### config.mk
export PLATFORM = sky130hd
export DESIGN_NAME = quad_decoder
export DESIGN_NICKNAME = d
export VERILOG_FILES = /design/src/rtl/quad_pkg.sv /design/src/rtl/quad_channel.sv /design/src/rtl/quad_decoder.sv
export SDC_FILE = /design/constraint.sdc
export NUM_CORES = 1
export LEC_CHECK = 0
export BUFFER_PORTS_ARGS = -buffer_cell sky130_fd_sc_hd__buf_2
export CORE_MARGIN = 2
export CORE_UTILIZATION = 61
export CTS_BUF_LIST = sky130_fd_sc_hd__clkbuf_8
export CTS_CLUSTER_DIAMETER = 120
export DETAILED_ROUTE_END_ITERATION = 7
export PLACE_DENSITY = 0.81
export SYNTH_ARGS = -nofsm -noshare
export SYNTH_HDL_FRONTEND = slang
export SYNTH_SLANG_ARGS = --single-unit
### constraint.sdc
create_clock -name clk -period 3.6 [get_ports clk]
set_input_delay 0.36 -clock clk [delete_from_list [all_inputs] [get_ports clk]]
set_output_delay 0.36 -clock clk [all_outputs]
set_load 0.01 [all_outputs]
### src/rtl/quad_pkg.sv
// quad_pkg: shared types and helpers for the quadrature decoder.
//   qstate_t    - 2-bit encoder state {A,B}
//   step_e      - per-transition decode result
//   quad_decode - pure (prev,next) -> step_e Gray-code decoder
//   RES_X1/X4   - legal resolution settings
package quad_pkg;

  typedef logic [1:0] qstate_t;  // {A,B}

  typedef enum logic [1:0] {
    STEP_NONE,
    STEP_INC,
    STEP_DEC,
    STEP_ERR
  } step_e;

  localparam int RES_X1 = 1;
  localparam int RES_X4 = 4;

  // Forward (A leads B): 00->10->11->01->00. Reverse is the mirror.
  // Any transition flipping both bits at once is illegal.
  function automatic step_e quad_decode(input qstate_t prev, input qstate_t nxt);
    step_e r;
    r = STEP_NONE;
    case ({prev, nxt})
      4'b00_10, 4'b10_11, 4'b11_01, 4'b01_00: r = STEP_INC;
      4'b00_01, 4'b01_11, 4'b11_10, 4'b10_00: r = STEP_DEC;
      4'b00_11, 4'b11_00, 4'b01_10, 4'b10_01: r = STEP_ERR;
      default:                                r = STEP_NONE;
    endcase
    return r;
  endfunction

endpackage

### src/rtl/quad_channel.sv
// quad_channel: one encoder channel.
//   Synchronises raw A/B, filters each on the shared sample tick, decodes
//   Gray-code transitions and keeps a wrapping/saturating signed count.
// Ports:
//   clk, rst      clock, synchronous active-high reset
//   i_tick        shared sample tick (one clk wide)
//   i_enc_a/b     raw asynchronous encoder inputs
//   i_clr         clear count and quarter accumulator
//   i_wrap        1: modulo count, 0: saturate at signed limits
//   i_err_clr     clear sticky error
//   o_cnt         signed position count
//   o_step        1-cycle pulse when o_cnt changes
//   o_dir         direction of last step (1 = up)
//   o_err         sticky illegal-transition flag
module quad_channel
  import quad_pkg::*;
#(
  parameter int CNT_W = 8,
  parameter int FILT  = 3,
  parameter int RES   = 4
) (
  input  logic             clk,
  input  logic             rst,
  input  logic             i_tick,
  input  logic             i_enc_a,
  input  logic             i_enc_b,
  input  logic             i_clr,
  input  logic             i_wrap,
  input  logic             i_err_clr,
  output logic [CNT_W-1:0] o_cnt,
  output logic             o_step,
  output logic             o_dir,
  output logic             o_err
);

  localparam int FW = (FILT < 2) ? 1 : $clog2(FILT + 1);
  localparam logic [FW-1:0]    FILT_M1 = FW'(FILT - 1);
  localparam logic [CNT_W-1:0] CNT_MAX = {1'b0, {(CNT_W-1){1'b1}}};
  localparam logic [CNT_W-1:0] CNT_MIN = {1'b1, {(CNT_W-1){1'b0}}};

  qstate_t              r_s1, r_s2;     // synchroniser stages
  qstate_t              r_filt;         // filtered {A,B}
  logic [1:0][FW-1:0]   r_fcnt;         // stability counters, [1]=A [0]=B
  logic                 r_init;         // first tick after reset seen
  step_e                r_evt;          // decoded transition, valid 1 cycle
  logic signed [2:0]    r_q;            // quarter accumulator, -3..+3
  logic [CNT_W-1:0]     r_cnt;
  logic                 r_step, r_dir, r_err;

  qstate_t              w_filt_nxt;
  logic [1:0][FW-1:0]   w_fcnt_nxt;
  logic                 w_inc, w_dec;
  logic signed [2:0]    w_q_nxt;
  logic                 w_up_ok, w_dn_ok;

  // Filter: a level must disagree on FILT consecutive ticks to be accepted.
  always_comb begin
    w_filt_nxt = r_filt;
    w_fcnt_nxt = r_fcnt;
    for (int k = 0; k < 2; k++) begin
      if (r_s2[k] != r_filt[k]) begin
        if (r_fcnt[k] == FILT_M1) begin
          w_filt_nxt[k] = ~r_filt[k];
          w_fcnt_nxt[k] = '0;
        end else begin
          w_fcnt_nxt[k] = r_fcnt[k] + 1'b1;
        end
      end else begin
        w_fcnt_nxt[k] = '0;
      end
    end
  end

  always_ff @(posedge clk) begin
    if (rst) begin
      r_s1   <= '0;
      r_s2   <= '0;
      r_filt <= '0;
      r_fcnt <= '0;
      r_init <= 1'b0;
      r_evt  <= STEP_NONE;
    end else begin
      r_s1  <= {i_enc_a, i_enc_b};
      r_s2  <= r_s1;
      r_evt <= STEP_NONE;
      if (i_tick) begin
        r_init <= 1'b1;
        if (!r_init) begin
          // Adopt whatever the pins show without decoding: the encoder may
          // rest in any state, and that must not look like an edge.
          r_filt <= r_s2;
          r_fcnt <= '0;
        end else begin
          r_filt <= w_filt_nxt;
          r_fcnt <= w_fcnt_nxt;
          r_evt  <= quad_decode(r_filt, w_filt_nxt);
        end
      end
    end
  end

  // Resolution: x4 counts every edge; x1 needs four same-direction edges,
  // and opposite edges unwind the accumulator so jitter cancels out.
  always_comb begin
    w_inc   = 1'b0;
    w_dec   = 1'b0;
    w_q_nxt = r_q;
    if (RES == RES_X4) begin
      w_inc = (r_evt == STEP_INC);
      w_dec = (r_evt == STEP_DEC);
    end else begin
      if (r_evt == STEP_INC) begin
        if (r_q == 3'sd3) begin
          w_inc   = 1'b1;
          w_q_nxt = '0;
        end else begin
          w_q_nxt = r_q + 3'sd1;
        end
      end else if (r_evt == STEP_DEC) begin
        if (r_q == -3'sd3) begin
          w_dec   = 1'b1;
          w_q_nxt = '0;
        end else begin
          w_q_nxt = r_q - 3'sd1;
        end
      end
    end
  end

  assign w_up_ok = i_wrap || (r_cnt != CNT_MAX);
  assign w_dn_ok = i_wrap || (r_cnt != CNT_MIN);

  always_ff @(posedge clk) begin
    if (rst) begin
      r_q    <= '0;
      r_cnt  <= '0;
      r_step <= 1'b0;
      r_dir  <= 1'b0;
      r_err  <= 1'b0;
    end else begin
      r_step <= 1'b0;
      // A fresh illegal transition wins over a simultaneous clear.
      r_err  <= (r_err & ~i_err_clr) | (r_evt == STEP_ERR);
      if (i_clr) begin
        r_cnt <= '0;
        r_q   <= '0;
      end else begin
        r_q <= w_q_nxt;
        if (w_inc && w_up_ok) begin
          r_cnt  <= r_cnt + 1'b1;
          r_step <= 1'b1;
          r_dir  <= 1'b1;
        end else if (w_dec && w_dn_ok) begin
          r_cnt  <= r_cnt - 1'b1;
          r_step <= 1'b1;
          r_dir  <= 1'b0;
        end
      end
    end
  end

  assign o_cnt  = r_cnt;
  assign o_step = r_step;
  assign o_dir  = r_dir;
  assign o_err  = r_err;

endmodule

### src/rtl/quad_decoder.sv
// quad_decoder: N_CH independent quadrature decoders sharing one sample tick.
// Ports:
//   clk, rst    clock, synchronous active-high reset
//   enc_a/b     raw encoder inputs, one bit per channel
//   clr         per-channel count/accumulator clear
//   wrap        1: counts wrap, 0: counts saturate
//   err_clr     per-channel sticky error clear
//   cnt         packed counts, channel i at [i*CNT_W +: CNT_W]
//   step/dir/err per-channel step pulse, last direction, sticky error
module quad_decoder
  import quad_pkg::*;
#(
  parameter int N_CH  = 2,
  parameter int CNT_W = 8,
  parameter int DIV   = 100_000,
  parameter int FILT  = 3,
  parameter int RES   = 4
) (
  input  logic                  clk,
  input  logic                  rst,
  input  logic [N_CH-1:0]       enc_a,
  input  logic [N_CH-1:0]       enc_b,
  input  logic [N_CH-1:0]       clr,
  input  logic                  wrap,
  input  logic [N_CH-1:0]       err_clr,
  output logic [N_CH*CNT_W-1:0] cnt,
  output logic [N_CH-1:0]       step,
  output logic [N_CH-1:0]       dir,
  output logic [N_CH-1:0]       err
);

  localparam int DW      = $clog2(DIV);
  // Anything other than x1 decodes at full x4 resolution.
  localparam int RES_EFF = (RES == RES_X1) ? RES_X1 : RES_X4;

  logic [DW-1:0] r_div;
  logic          w_tick;

  assign w_tick = (r_div == DW'(DIV - 1));

  always_ff @(posedge clk) begin
    if (rst)         r_div <= '0;
    else if (w_tick) r_div <= '0;
    else             r_div <= r_div + 1'b1;
  end

  for (genvar g = 0; g < N_CH; g++) begin : g_ch
    quad_channel #(
      .CNT_W (CNT_W),
      .FILT  (FILT),
      .RES   (RES_EFF)
    ) u_ch (
      .clk       (clk),
      .rst       (rst),
      .i_tick    (w_tick),
      .i_enc_a   (enc_a[g]),
      .i_enc_b   (enc_b[g]),
      .i_clr     (clr[g]),
      .i_wrap    (wrap),
      .i_err_clr (err_clr[g]),
      .o_cnt     (cnt[g*CNT_W +: CNT_W]),
      .o_step    (step[g]),
      .o_dir     (dir[g]),
      .o_err     (err[g])
    );
  end

endmodule

Word level (Yosys, flattened, before mapping):

Memories as Yosys holds them, arrays and structs flattened. A register that Yosys moved wholly into a read port is not among the register bits.
Cells that the tools add are included.

* output and inout bits: 22
* word-level logic and storage cells: 112
* input port bits: 11
* memories: 2
* register bits: 60
* memory bits (read-only): 64

Memory list
* (no name shown): words 16, bits a word 2, rd ports 1, clocked after Yosys merged registers in 1, wr ports 0, line quad_pkg.sv:25 `case ({prev, nxt})`
* (no name shown): words 16, bits a word 2, rd ports 1, clocked after Yosys merged registers in 1, wr ports 0, line quad_pkg.sv:25

* bitwise logic cells: 14
* multiplexer cells: 32
* add/sub/neg operators: 9
* reductions and logical operators: 16
* equal/unequal tests: 19

Operator list (number)
* $mux W8: 4
* $mux W2: 10
* $add A17 B1 Y17 const B: 1
* $eq A17 B17 Y1 const B: 1
* $add A8 B1 Y8 const B: 2
* $eq A2 B2 Y1 const B: 8
* $mux W1: 16
* $ne A8 B7 Y1 const B: 2
* $ne A8 B8 Y1 const B: 2
* $sub A8 B1 Y8 const B: 2
* $not A1 Y1: 10
* $add A2 B1 Y2 const B: 4
* $mux W4: 2
* $reduce_or A2 Y1: 3
* $eq A2 B1 Y1 const B: 2
* $logic_and A1 B1 Y1: 4
* $logic_or A1 B1 Y1: 4
* $ne A1 B1 Y1: 4
* $reduce_and A2 Y1: 2
* $reduce_bool A2 Y1: 2
* $reduce_or A3 Y1: 1
* $and A1 B1 Y1: 2
* $or A1 B1 Y1: 2

Logic depth before layout (Yosys ltp):

* depth after elaboration: 5
* mapped depth: 8
* depth with buffers taken out: 8

Modules after synthesis:

A second synthesis with hierarchy kept.

* cell total of the unflattened synthesis: 384
* area total of the unflattened synthesis: 3372.0 µm²

Modules (own cells, without submodules)
* quad_channel (g_ch[0].u_ch): seq. area each 480.5 µm², instances 1, area each 1296.2 µm², cells an instance 145
* quad_channel (g_ch[1].u_ch): seq. area each 480.5 µm², instances 1, area each 1278.7 µm², cells an instance 151
* quad_decoder: seq. area each 340.3 µm², instances 1, area each 797.0 µm², cells an instance 88

Worst setup path before layout:

OpenSTA, ideal clock, no wires.

* path type: reg2reg
* from: register g_ch[0].u_ch.r_cnt[1]
* to: register g_ch[0].u_ch.r_cnt[7]
* stages on the path, launching flop included: 9
* arrival time: 2.820 ns
* library setup time: 0.121 ns
* setup slack: 0.659 ns
* path buffers: 0
* required time: 3.479 ns
* period minus slack after synthesis: 2.941 ns
* path through: dfxtp_1 nand4b_1 o311ai_1 ha_1 a211oi_1 o211ai_1 o21ai_0 mux2i_1 mux2_2

* longest elaborated chain between the ends: 4
* elaborated cells between the ends (all ways): 11
* classes of those cells: add/sub (2); eq/ne (2); mux (2); reduce/logical (5)

RTL lines
* start, declared: line quad_channel.sv:47 `logic [CNT_W-1:0] r_cnt;`
* start signal, assigned: line quad_channel.sv:150 `r_cnt <= r_cnt + 1'b1;`
* start signal, assigned: line quad_channel.sv:154 `r_cnt <= r_cnt - 1'b1;`
* parallel branches: the longest is 4 deep, another holds $sub A8 B1 Y8

Parallel ways; which one is timed is not known. The select of a mux whose other input is x is not followed.
A chain may end at the register's enable or synchronous reset.

Final worst setup path:

Same ends and word-level chain as after synthesis.

==> impl_metrics.csv <==
group,metric,value,unit
synth,synth_top_flop_cell,"dfxtp_1",
grt,grt_pass1_vias,2522,
timing,rsz0062_at_grt,"false",
layout,drive_gt1_frac,0.162,
synth,synth.avg_cell_area,8.78,sq um
layout,regArea,1280,sq um
setup_path,slowest_stage,"dfxtp_1",
setup_path,startpoint_type,"flip-flop",
timing,worstMarginPinSlew,0.718,ns
layout,fillers,386,
min_path,worstHoldPathType,"in2reg",
die,die_h,77.5,um
power_and_ir_drop,p_switching,308,uW
clocking,post_cts_buffers,0,
clocking,htreeDepth,3,
route,avgRoutedWirePerCell,13.3,um
clocking,cts-hold-fix-buffers,0,
route,postRouteAntennaNets,0,
setup_path,slowest_delay,0.45,ns
placed_design,port_buffers,32,
grt,top_usage_layer,"met2",
min_path,hold_depth,2,
synth,ys_warn_count,0,
clocking,clkSinkCount,64,
clocking,cts_root_buf,"clkbuf_8",
placed_design,gp_congestion,0.913,
route,drt-total-wl,6380,um
route,drc,0,
timing,fin_crit,2.64,ns
timing,finalHoldViolCount,0,
synth,yosysUniqueCellTypes,51,
clocking,clock_path_buffers,2,
power_and_ir_drop,clkPwrFrac,0.423,
route,drt_iter0_markers,83,
power_and_ir_drop,p_leak,1.47,nW
clocking,cts_tree,"done",
setup_path,worst-setup-path-type,"reg2reg",
layout,nets,429,
power_and_ir_drop,power_frac_seq,0.552,
timing,finalCritPeriodShare,0.733,
die,ios,33,
synth,synth_nets,401,
synth,synth_top_area_frac,0.389,
grt,grt_util_met3,0.0698,
layout,n_antenna_cell,0,
synth,synthCells,375,
setup_path,required,3.83,ns
flow_run,max_cap_violations,0,
timing,finalSetupViolCount,0,
synth,yosysSeqAreaShare,0.389,
synth,synthArstFlopShare,0,
setup_path,cp-end-kind,"flip-flop",
die,row_count,26,
clocking,cts_resized,0,
grt,grt_use_met1,0.261,
die,core,5170,sq um
power_and_ir_drop,ir_worst_vdd,351,uV
clocking,clk_latency,0.34,ns
grt,use_met2,0.397,
route,vias,2742,
synth,synth.area.top_cells,"dfxtp_1, nor2_1, ha_1",
timing,drv_slew,0,
power_and_ir_drop,power_frac_comb,0.025,
synth,ys_ff_latch,64,
synth,yosys.area.top_type,"dfxtp_1",
synth,netlist_top_cells_count,"dfxtp_1, nor2_1, nand2_1",
timing,tns,0,ns
timing,clock.fmax,379,MHz
die,dieArea,6000,sq um
grt,grt_pass1_wl,11000,um
layout,syn_to_final_growth,10.5,%
layout,fin_cells,478,
placed_design,hpwl,4560,um
synth,synth_edf_count,0,
setup_path,path_cells,"nand4b_1, o311ai_1, buf_4, ha_1, a211oi_1, o211ai_1, o21ai_0, mux2i_1, mux2_2",
route,drt_first_pass_iters,4,
grt,grt_antenna_before_repair,0,
clocking,numCtsBuffers,9,
status,outcome,"completed",
clocking,clk_pin_slew,0.07,ns
route,via_per_inst,5.74,
setup_path,cp_max_fo,11,
timing,clock-skew-final,0.00810,ns
power_and_ir_drop,power_density,359,nW/um^2
synth,yosysMostFrequentCell,"dfxtp_1",
die,die-width,77.5,um
grt,overflow,0,
grt,grt_max_degree,27,
setup_path,worstPathArrival,2.87,ns
grt,grt_usage,0.227,
power_and_ir_drop,p_int,997,uW
setup_path,rr_worst_depth,9,
placed_design,dp_cells,462,
timing,relSlewSlack,0.517,
layout,multi_input_area,1860,sq um
synth,syn-cell-area,3290,sq um
die,start_util,0.636,
power_and_ir_drop,switching_share,0.236,
sequential cells by signal (all words and copies together), names as in the netlist, 4 cells and up:
register,count
g_ch.u_ch.o_cnt,16
g_ch.u_ch.r_evt,4
g_ch.u_ch.r_fcnt,8
g_ch.u_ch.r_filt,4
g_ch.u_ch.r_s1,4
g_ch.u_ch.r_s2,4
r_div,17
area by class of cell:
type	instances	share of cell area
Sequential cell	64	0.352
Clock inverter	6	0.0124
Inverter	13	0.0134
Tap cell	70	0.0241
Clock buffer	10	0.0378
Multi-Input combinational cell	281	0.512
Timing Repair Buffer	34	0.0481
per-layer routing:
layer	up-vias	part of all wire
li1	1379	-
met1	1297	0.45
met2	58	0.50
met3	8	0.041
met4	0	0.015
met5	-	0
per-stage QoR:
| step | area, sq um | hold slack, ns | power, mW | setup WS (ns) | util |
|---|---|---|---|---|---|
| after detailed placement | 3460 | 0.426 | 0.769 | 0.914 | 0.668 |
| after global routing | 3640 | 0.216 | 1.36 | 0.828 | 0.703 |
| final | 3640 | 0.225 | 1.30 | 0.961 | 0.703 |
| after global placement | 3460 | 0.416 | 0.768 | 1.04 | 0.668 |
| after CTS | 3640 | 0.214 | 1.32 | 0.989 | 0.703 |
| after floorplan | 3290 | 0.414 | 0.757 | 0.659 | - |
power by group through the flow:
stage	clock [mW]	sequential, mW	combinational [mW]
floorplan	0	0.735	0.0213
global placement	0	0.736	0.0316
detailed placement	0	0.737	0.0325
CTS	0.567	0.720	0.0326
global route	0.600	0.721	0.0362
finish	0.552	0.720	0.0323
layout by cell type (no fill, tap or decap), types with 3 or more instances in the layout:
master and count:
nor3b_1 3, o21ai_0 21, nand2_1 23, nand4b_1 3, a211oi_1 5, or3_1 3
nand3b_1 4, ha_1 13, a21o_1 5, nor4_1 4, mux2i_1 15, xor2_1 11
xnor2_1 15, o41ai_1 4, clkinvlp_4 3, or2_2 6, or4_1 3, nand3_1 12
nor3_1 5, inv_1 13, and2_1 3, buf_2 32, dfxtp_1 64, nand2b_1 4
nor2b_1 15, clkbuf_8 10, a21oi_1 22, nor2_1 52, nand4_1 4
path summary, 6_finish.rpt:
path	startpoint	slack, ns	end
setup reg to reg	g_ch[0].u_ch.o_cnt[1]	0.96	g_ch[0].u_ch.o_cnt[7]
hold / removal	enc_a[0]	0.23	g_ch[0].u_ch.r_s1[1]
hold reg to reg	g_ch[1].u_ch.r_s1[0]	0.44	g_ch[1].u_ch.r_s2[0]
setup / recovery	g_ch[0].u_ch.o_cnt[1]	0.96	g_ch[0].u_ch.o_cnt[7]
worst max-delay path, delay by kind of cell (launching register included):
family                   cells  cell delay, ns
AND/OR/NAND/NOR              1            0.14
AO/OA/AOI/OAI                4            0.86
multiplexers                 2            0.57
buffers and inverters        1            0.24
adder cells (fa/ha/maj)      1            0.26
flip-flops                   1            0.45
cells by family after synthesis:
family | count (synthesis) | synth area share
buffers and inverters | 30 | 0.0448
muxes | 16 | 0.0490
adders and majority gates | 15 | 0.0616
AOI/OAI and AO/OA | 69 | 0.130
and+or+nand+nor | 155 | 0.256
xor gates and xnor gates | 26 | 0.0692
DFF | 64 | 0.389
Power figures use the tool's default switching activity.
